--- config.mk ---
export PLATFORM = sky130hd
export DESIGN_NAME = afifo_rd_stream
export DESIGN_NICKNAME = d
export VERILOG_FILES = /design/src/rtl/afifo_rd_stream.sv
export SDC_FILE = /design/constraint.sdc
export NUM_CORES = 1
export LEC_CHECK = 0
export CAP_MARGIN = 20
export CORE_ASPECT_RATIO = 0.7
export CORE_UTILIZATION = 48
export DETAILED_ROUTE_END_ITERATION = 8
export PLACE_DENSITY = 0.78
export SETUP_SLACK_MARGIN = 0.02
export SLEW_MARGIN = 20
export SYNTH_ARGS = -nofsm -noshare
export SYNTH_HDL_FRONTEND = slang
export SYNTH_SLANG_ARGS = --single-unit
--- constraint.sdc ---
create_clock -name RDclk -period 3.17 [get_ports RDclk]
set_clock_uncertainty 0.05 [all_clocks]
set_input_delay 0.634 -clock RDclk [delete_from_list [all_inputs] [get_ports RDclk]]
set_output_delay 0.634 -clock RDclk [all_outputs]
set_load 0.02 [all_outputs]
--- src/rtl/afifo_rd_stream.sv ---
// Read-side adapter for the asynchronous FIFO: converts the request/empty port with
// 1-cycle RAM latency into a bubble-free valid/ready stream via a small skid buffer.
module afifo_rd_stream #(
  parameter int unsigned Width    = 8,
  parameter int unsigned BufDepth = 2,
  parameter int unsigned CntWidth = 16
) (
  input  logic                      RDclk,
  input  logic                      reset,
  input  logic                      FIFOempty,
  input  logic [Width-1:0]          RDdata,
  output logic                      RDreq,
  output logic [Width-1:0]          out_data,
  output logic                      out_valid,
  input  logic                      out_ready,
  output logic [$clog2(BufDepth):0] occupancy,
  output logic [CntWidth-1:0]       words_out
);

  localparam int unsigned PtrW = $clog2(BufDepth);
  localparam int unsigned OccW = PtrW + 1;
  localparam int unsigned SumW = OccW + 1;

  if (BufDepth < 2 || (BufDepth & (BufDepth - 1)) != 0) begin : g_bad_depth
    $error("afifo_rd_stream: BufDepth must be a power of two >= 2");
  end

  logic [Width-1:0]    mem [BufDepth];
  logic [PtrW-1:0]     wr_ptr;
  logic [PtrW-1:0]     rd_ptr;
  logic [OccW-1:0]     occ;
  logic                inflight;
  logic [CntWidth-1:0] cnt;

  logic                pop;
  logic [SumW-1:0]     demand;

  // Request is allowed to look at this cycle's pop so reads stay back-to-back.
  always_comb begin
    pop    = 1'b0;
    demand = '0;
    RDreq  = 1'b0;
    pop    = (occ != '0) & out_ready;
    demand = SumW'(occ) + SumW'(inflight) - SumW'(pop);
    RDreq  = ~FIFOempty & (demand < SumW'(BufDepth));
  end

  always_ff @(posedge RDclk or negedge reset) begin
    if (!reset) begin
      for (int unsigned i = 0; i < BufDepth; i++) begin
        mem[i] <= '0;
      end
      wr_ptr   <= '0;
      rd_ptr   <= '0;
      occ      <= '0;
      inflight <= 1'b0;
      cnt      <= '0;
    end else begin
      inflight <= RDreq;
      if (inflight) begin
        mem[wr_ptr] <= RDdata;
        wr_ptr      <= wr_ptr + PtrW'(1);
      end
      if (pop) begin
        rd_ptr <= rd_ptr + PtrW'(1);
        cnt    <= cnt + CntWidth'(1);
      end
      occ <= OccW'(demand);
    end
  end

  assign out_data  = mem[rd_ptr];
  assign out_valid = (occ != '0);
  assign occupancy = occ;
  assign words_out = cnt;

  a_occ_max: assert property (@(posedge RDclk) disable iff (!reset)
    occ <= OccW'(BufDepth));
  a_occ_inflight: assert property (@(posedge RDclk) disable iff (!reset)
    (SumW'(occ) + SumW'(inflight)) <= SumW'(BufDepth));
  a_no_req_empty: assert property (@(posedge RDclk) disable iff (!reset)
    !(RDreq && FIFOempty));

endmodule
# Word-level counts from Yosys, hierarchy flattened
# Index checks and enable logic that the tools add are counted.
dict set report totals {
  ff_bits 37
  in_bits 12
  out_inout_bits 28
  word_cells 29
}
dict set report classes {
  add_sub_neg 5
  magnitude_cmp 4
  n_mux 6
  bitwise 5
  n_reduce_logical 2
}
# cell count
set ops {}
lappend ops {{$mux W8} 4}
lappend ops {{$add A16 B1 Y16 const B} 1}
lappend ops {{$bwmux W16} 1}
lappend ops {{$demux W8 S1} 1}
lappend ops {{$ge A2 B2 Y1 const B} 2}
lappend ops {{$not A1 Y2} 2}
lappend ops {{$add A2 B1 Y3} 1}
lappend ops {{$lt A3 B2 Y1 const B} 1}
lappend ops {{$sub A3 B1 Y3} 1}
lappend ops {{$add A1 B1 Y1 const B} 2}
lappend ops {{$and A1 B1 Y1} 2}
lappend ops {{$lt A2 B1 Y1 const B} 1}
lappend ops {{$reduce_bool A2 Y1} 1}
lappend ops {{$logic_and A1 B1 Y1} 1}
lappend ops {{$not A1 Y1} 1}

# Depth between registers and ports, before layout
dict set report depth {
  depth_word 6
  mapped_depth 8
  ltp_nobuf 8
}

# Worst setup path before layout
# Ideal clock, no wire load.
dict set report synth_timing {
  path_kind {reg-to-output}
  from {reg occ[1] (netlist: occupancy[1])}
  to {out RDreq}
  t_arrival_ns 2.311
  setup_slack_ns 0.175
  stages_incl_launch_ff 9
  path_cell_list {dfrtp_1 -> o21ai_4 -> inv_4 -> ha_1 -> inv_1 -> ha_1 -> fa_1 -> xnor2_1 -> nor3_1}
}
dict set report synth_between {
  elab_chain_len 5
  word_cells_on_any_way 6
  classes_between {add/sub: 2; order compare: 1; bitwise: 2; reduce/logical: 1}
}
# item line
set synth_rtl {}
lappend synth_rtl {{start: declaration} 31} ;# logic [OccW-1:0] occ;
lappend synth_rtl {{start signal: assignment} 68} ;# occ <= OccW'(demand);
lappend synth_rtl {{$reduce_bool A2 Y1} 43} ;# pop = (occ != '0) & out_ready;
lappend synth_rtl {{$and A1 B1 Y1} 43}
lappend synth_rtl {{via pop} 35} ;# logic pop;
lappend synth_rtl {{$sub A3 B1 Y3} 44} ;# demand = SumW'(occ) + SumW'(inflight) - SumW'(pop);
lappend synth_rtl {{$lt A3 B2 Y1} 45} ;# RDreq = ~FIFOempty & (demand < SumW'(BufDepth));
lappend synth_rtl {{$and A1 B1 Y1} 45}
lappend synth_rtl {{end: declaration} 12} ;# output logic RDreq,
# The timed path passes the listed nets, and every way through them passes these cells.

# Final worst setup path
dict set report layout_timing {
  from {in out_ready}
  to {out RDreq}
}
dict set report layout_between {
  elab_chain_len 4
}
# item line
set layout_rtl {}
lappend layout_rtl {{start: declaration} 15} ;# input logic out_ready,
lappend layout_rtl {{$and A1 B1 Y1} 43}
lappend layout_rtl {{via pop} 35}
lappend layout_rtl {{$sub A3 B1 Y3} 44}
lappend layout_rtl {{via demand[1]} 36} ;# logic [SumW-1:0] demand;
lappend layout_rtl {{$lt A3 B2 Y1} 45}
lappend layout_rtl {{$and A1 B1 Y1} 45}
# The timed path passes the listed nets, and every way through them passes these cells.

==> run metrics <==
Period minus WS final=around 3.1 ns; Fmax=roughly 330 MHz; synthesis-to-layout area growth=34.3%; GRT overflow=0; IO buf count=39; Worst-path clk slew=0.07 ns; vias per inst=4.86; worst skew pair latency=0.29 ns; CP required=2.49 ns; worst vdd ir=0.657 mV; Worst Max-Slew Pin Slew=0.795 ns; PnR Total Power=2.13 mW; Clock Tree Root=clkbuf_8; routed wire length=3130 um; leakage=0.972 nW; GRT Total Usage=about a fifth; gpl congestion=0.704; chip width=72.1 um; vias in the first global route=1070; RSZ-0062 raised after global routing=no; Tcrit/Tclk final=96.6%; Worst Setup End Kind=output port; post-DP HPWL=between 2000 and 2500 um; CTS tree=yes; fin nets=186; CTS max path bufs=2; critical path type=in2out; Crit Path Max Fanout=2; most frequent cells in the layout=dfrtp_1 (37), clkdlybuf4s50_1 (36), mux2_2 (24), xnor2_1 (14), nand2_1 (9); full die area=between 0.003 and 0.004 mm2; initial antenna violation count=0; largest net degree at the start of global routing=38; count of final hold-check violations=0; initial DRC count=28; core area=0.00321 mm2; commonest non-fill, non-tap cell in the layout=dfrtp_1; Num CTS Buffers=5; first-pass GRT wire length=5230 um; Final Slew Violations=0; Die Y-Extent=51.1 um; share of cells above drive strength 1=30.6%; DRC errors left=0; Fin Setup TNS=0 ns; Cell Rows=17; final antenna-violating net count=0; sequential-to-total area share from yosys stat=56.1%; first drt pass iteration count=4; Vias=1054; Seq cells post-synth=37; status=finished clean; Syn Std Cell Area=~0.0017 mm2; Crit path arrival time=2.38 ns; Pwr Density=~960 mW/mm2; Slew HR=a little under half; Starting Density=between 50% and 60%; final setup fails=0; Mapped Cells=120; clock sinks=37; Synthesized Nets=136; max-cap violation count=0; syn_area_per_cell=13.8 um2; crit start category=input port; Wirelength per Cell=14.4 um; YS warnings=0; H-Tree Level Count=2; Hold Path Class=in2async; Netlist cell types=24; # IOs=40; Hold Buf Count CTS=0; n_diodes=0
[routing by layer]
layer	vias up	routed length, um	track usage (%)
li1	508	-	-
met1	516	1490	27.6
met2	25	1470	28.7
met3	5	129	5.52
met4	0	42	8.82
met5	-	0	0
[final cells by class]
type	instances	area [um2]
well taps	47	58.8
repair buffers	45	427
flip-flops and latches	37	926
inverters	5	21.3
multi-input cells	76	698
fillers	243	995
clock buffers	7	86.3
[synthesized netlist by cell type]
cell type,number,area (um2)
dfrtp_1,37,926
mux2_2,24,270
xnor2_1,14,123
nand2_1,9,33.8
inv_1,4,15.0
nand3_1,4,20.0
xor2_1,4,35.0
ha_1,3,37.5
and3_1,2,12.5
nand3_2,2,20.0
nand4_1,2,12.5
nand4_2,2,25.0
nor2_1,2,7.51
and3_4,1,11.3
buf_6,1,11.3
clkbuf_1,1,3.75
fa_1,1,20.0
inv_4,1,6.26
nor2_2,1,6.26
nor3_1,1,5.00
nor3_2,1,10.0
nor3_4,1,16.3
o21ai_4,1,16.3
or2_2,1,6.26
[registers in the layout, indices dropped and copies added (netlist names)]
name       cells
occupancy      2
wr_ptr         1
rd_ptr         1
inflight       1
mem           16
words_out     16
[stage by stage]
step	instances	worst slack [ns]	hold WS (ns)	util [%]	area (um2)
4_1_cts	217	0.0973	0.403	69.0	2220
6_report	217	0.107	0.377	69.0	2220
5_1_grt	217	0.0629	0.454	69.0	2220
3_3_place_gp	207	-0.522	0.412	65.4	2100
3_5_place_dp	207	-0.661	0.414	65.4	2100
2_1_floorplan	120	0.175	0.288	-	1650
[cells by family (layout without fill, tap and decap cells)]
logic type	after synthesis	after routing	synth area share (%)
flops	37	37	56.1
simple gates	29	29	11.3
mux	24	24	16.4
xor+xnor	18	18	9.55
buf+inv	7	57	2.20
fa+ha+maj	4	4	3.49
compound gates	1	1	0.986
[timing repair]
item	in CTS	in global routing
buffers inserted	3	0
endpoints found under the setup margin	1	0
resized for setup	10	0
[path summary, 6_finish.rpt]
check	end	cells after the start	start	slack (ns)
min reg2reg	words_out[15]	1	words_out[15]	0.42
min	mem[10]	1	reset	0.38
max reg2reg	inflight	11	occupancy[0]	0.89
max in group asynchronous	words_out[1]	1	reset	2.18
min in group RDclk	words_out[15]	1	words_out[15]	0.42
max	RDreq	9	out_ready	0.11
[where the power goes]
part / switching, mW / internal [mW] / total, mW
Clock: 0.154 / 0.172 / 0.327
Sequential: 0.160 / 0.649 / 0.808
Combinational: 0.439 / 0.554 / 0.993
Total: 0.753 / 1.38 / 2.13
[critical path: stages]
cell and delay, ns:
dlygate4sd2_1 0.26, o21ai_4 0.08, inv_4 0.04, ha_1 0.26, inv_1 0.07, ha_2 0.18, fa_2 0.45, nor3_2 0.22
buf_4 0.18
No activity file was read; power rests on OpenSTA's default activity.
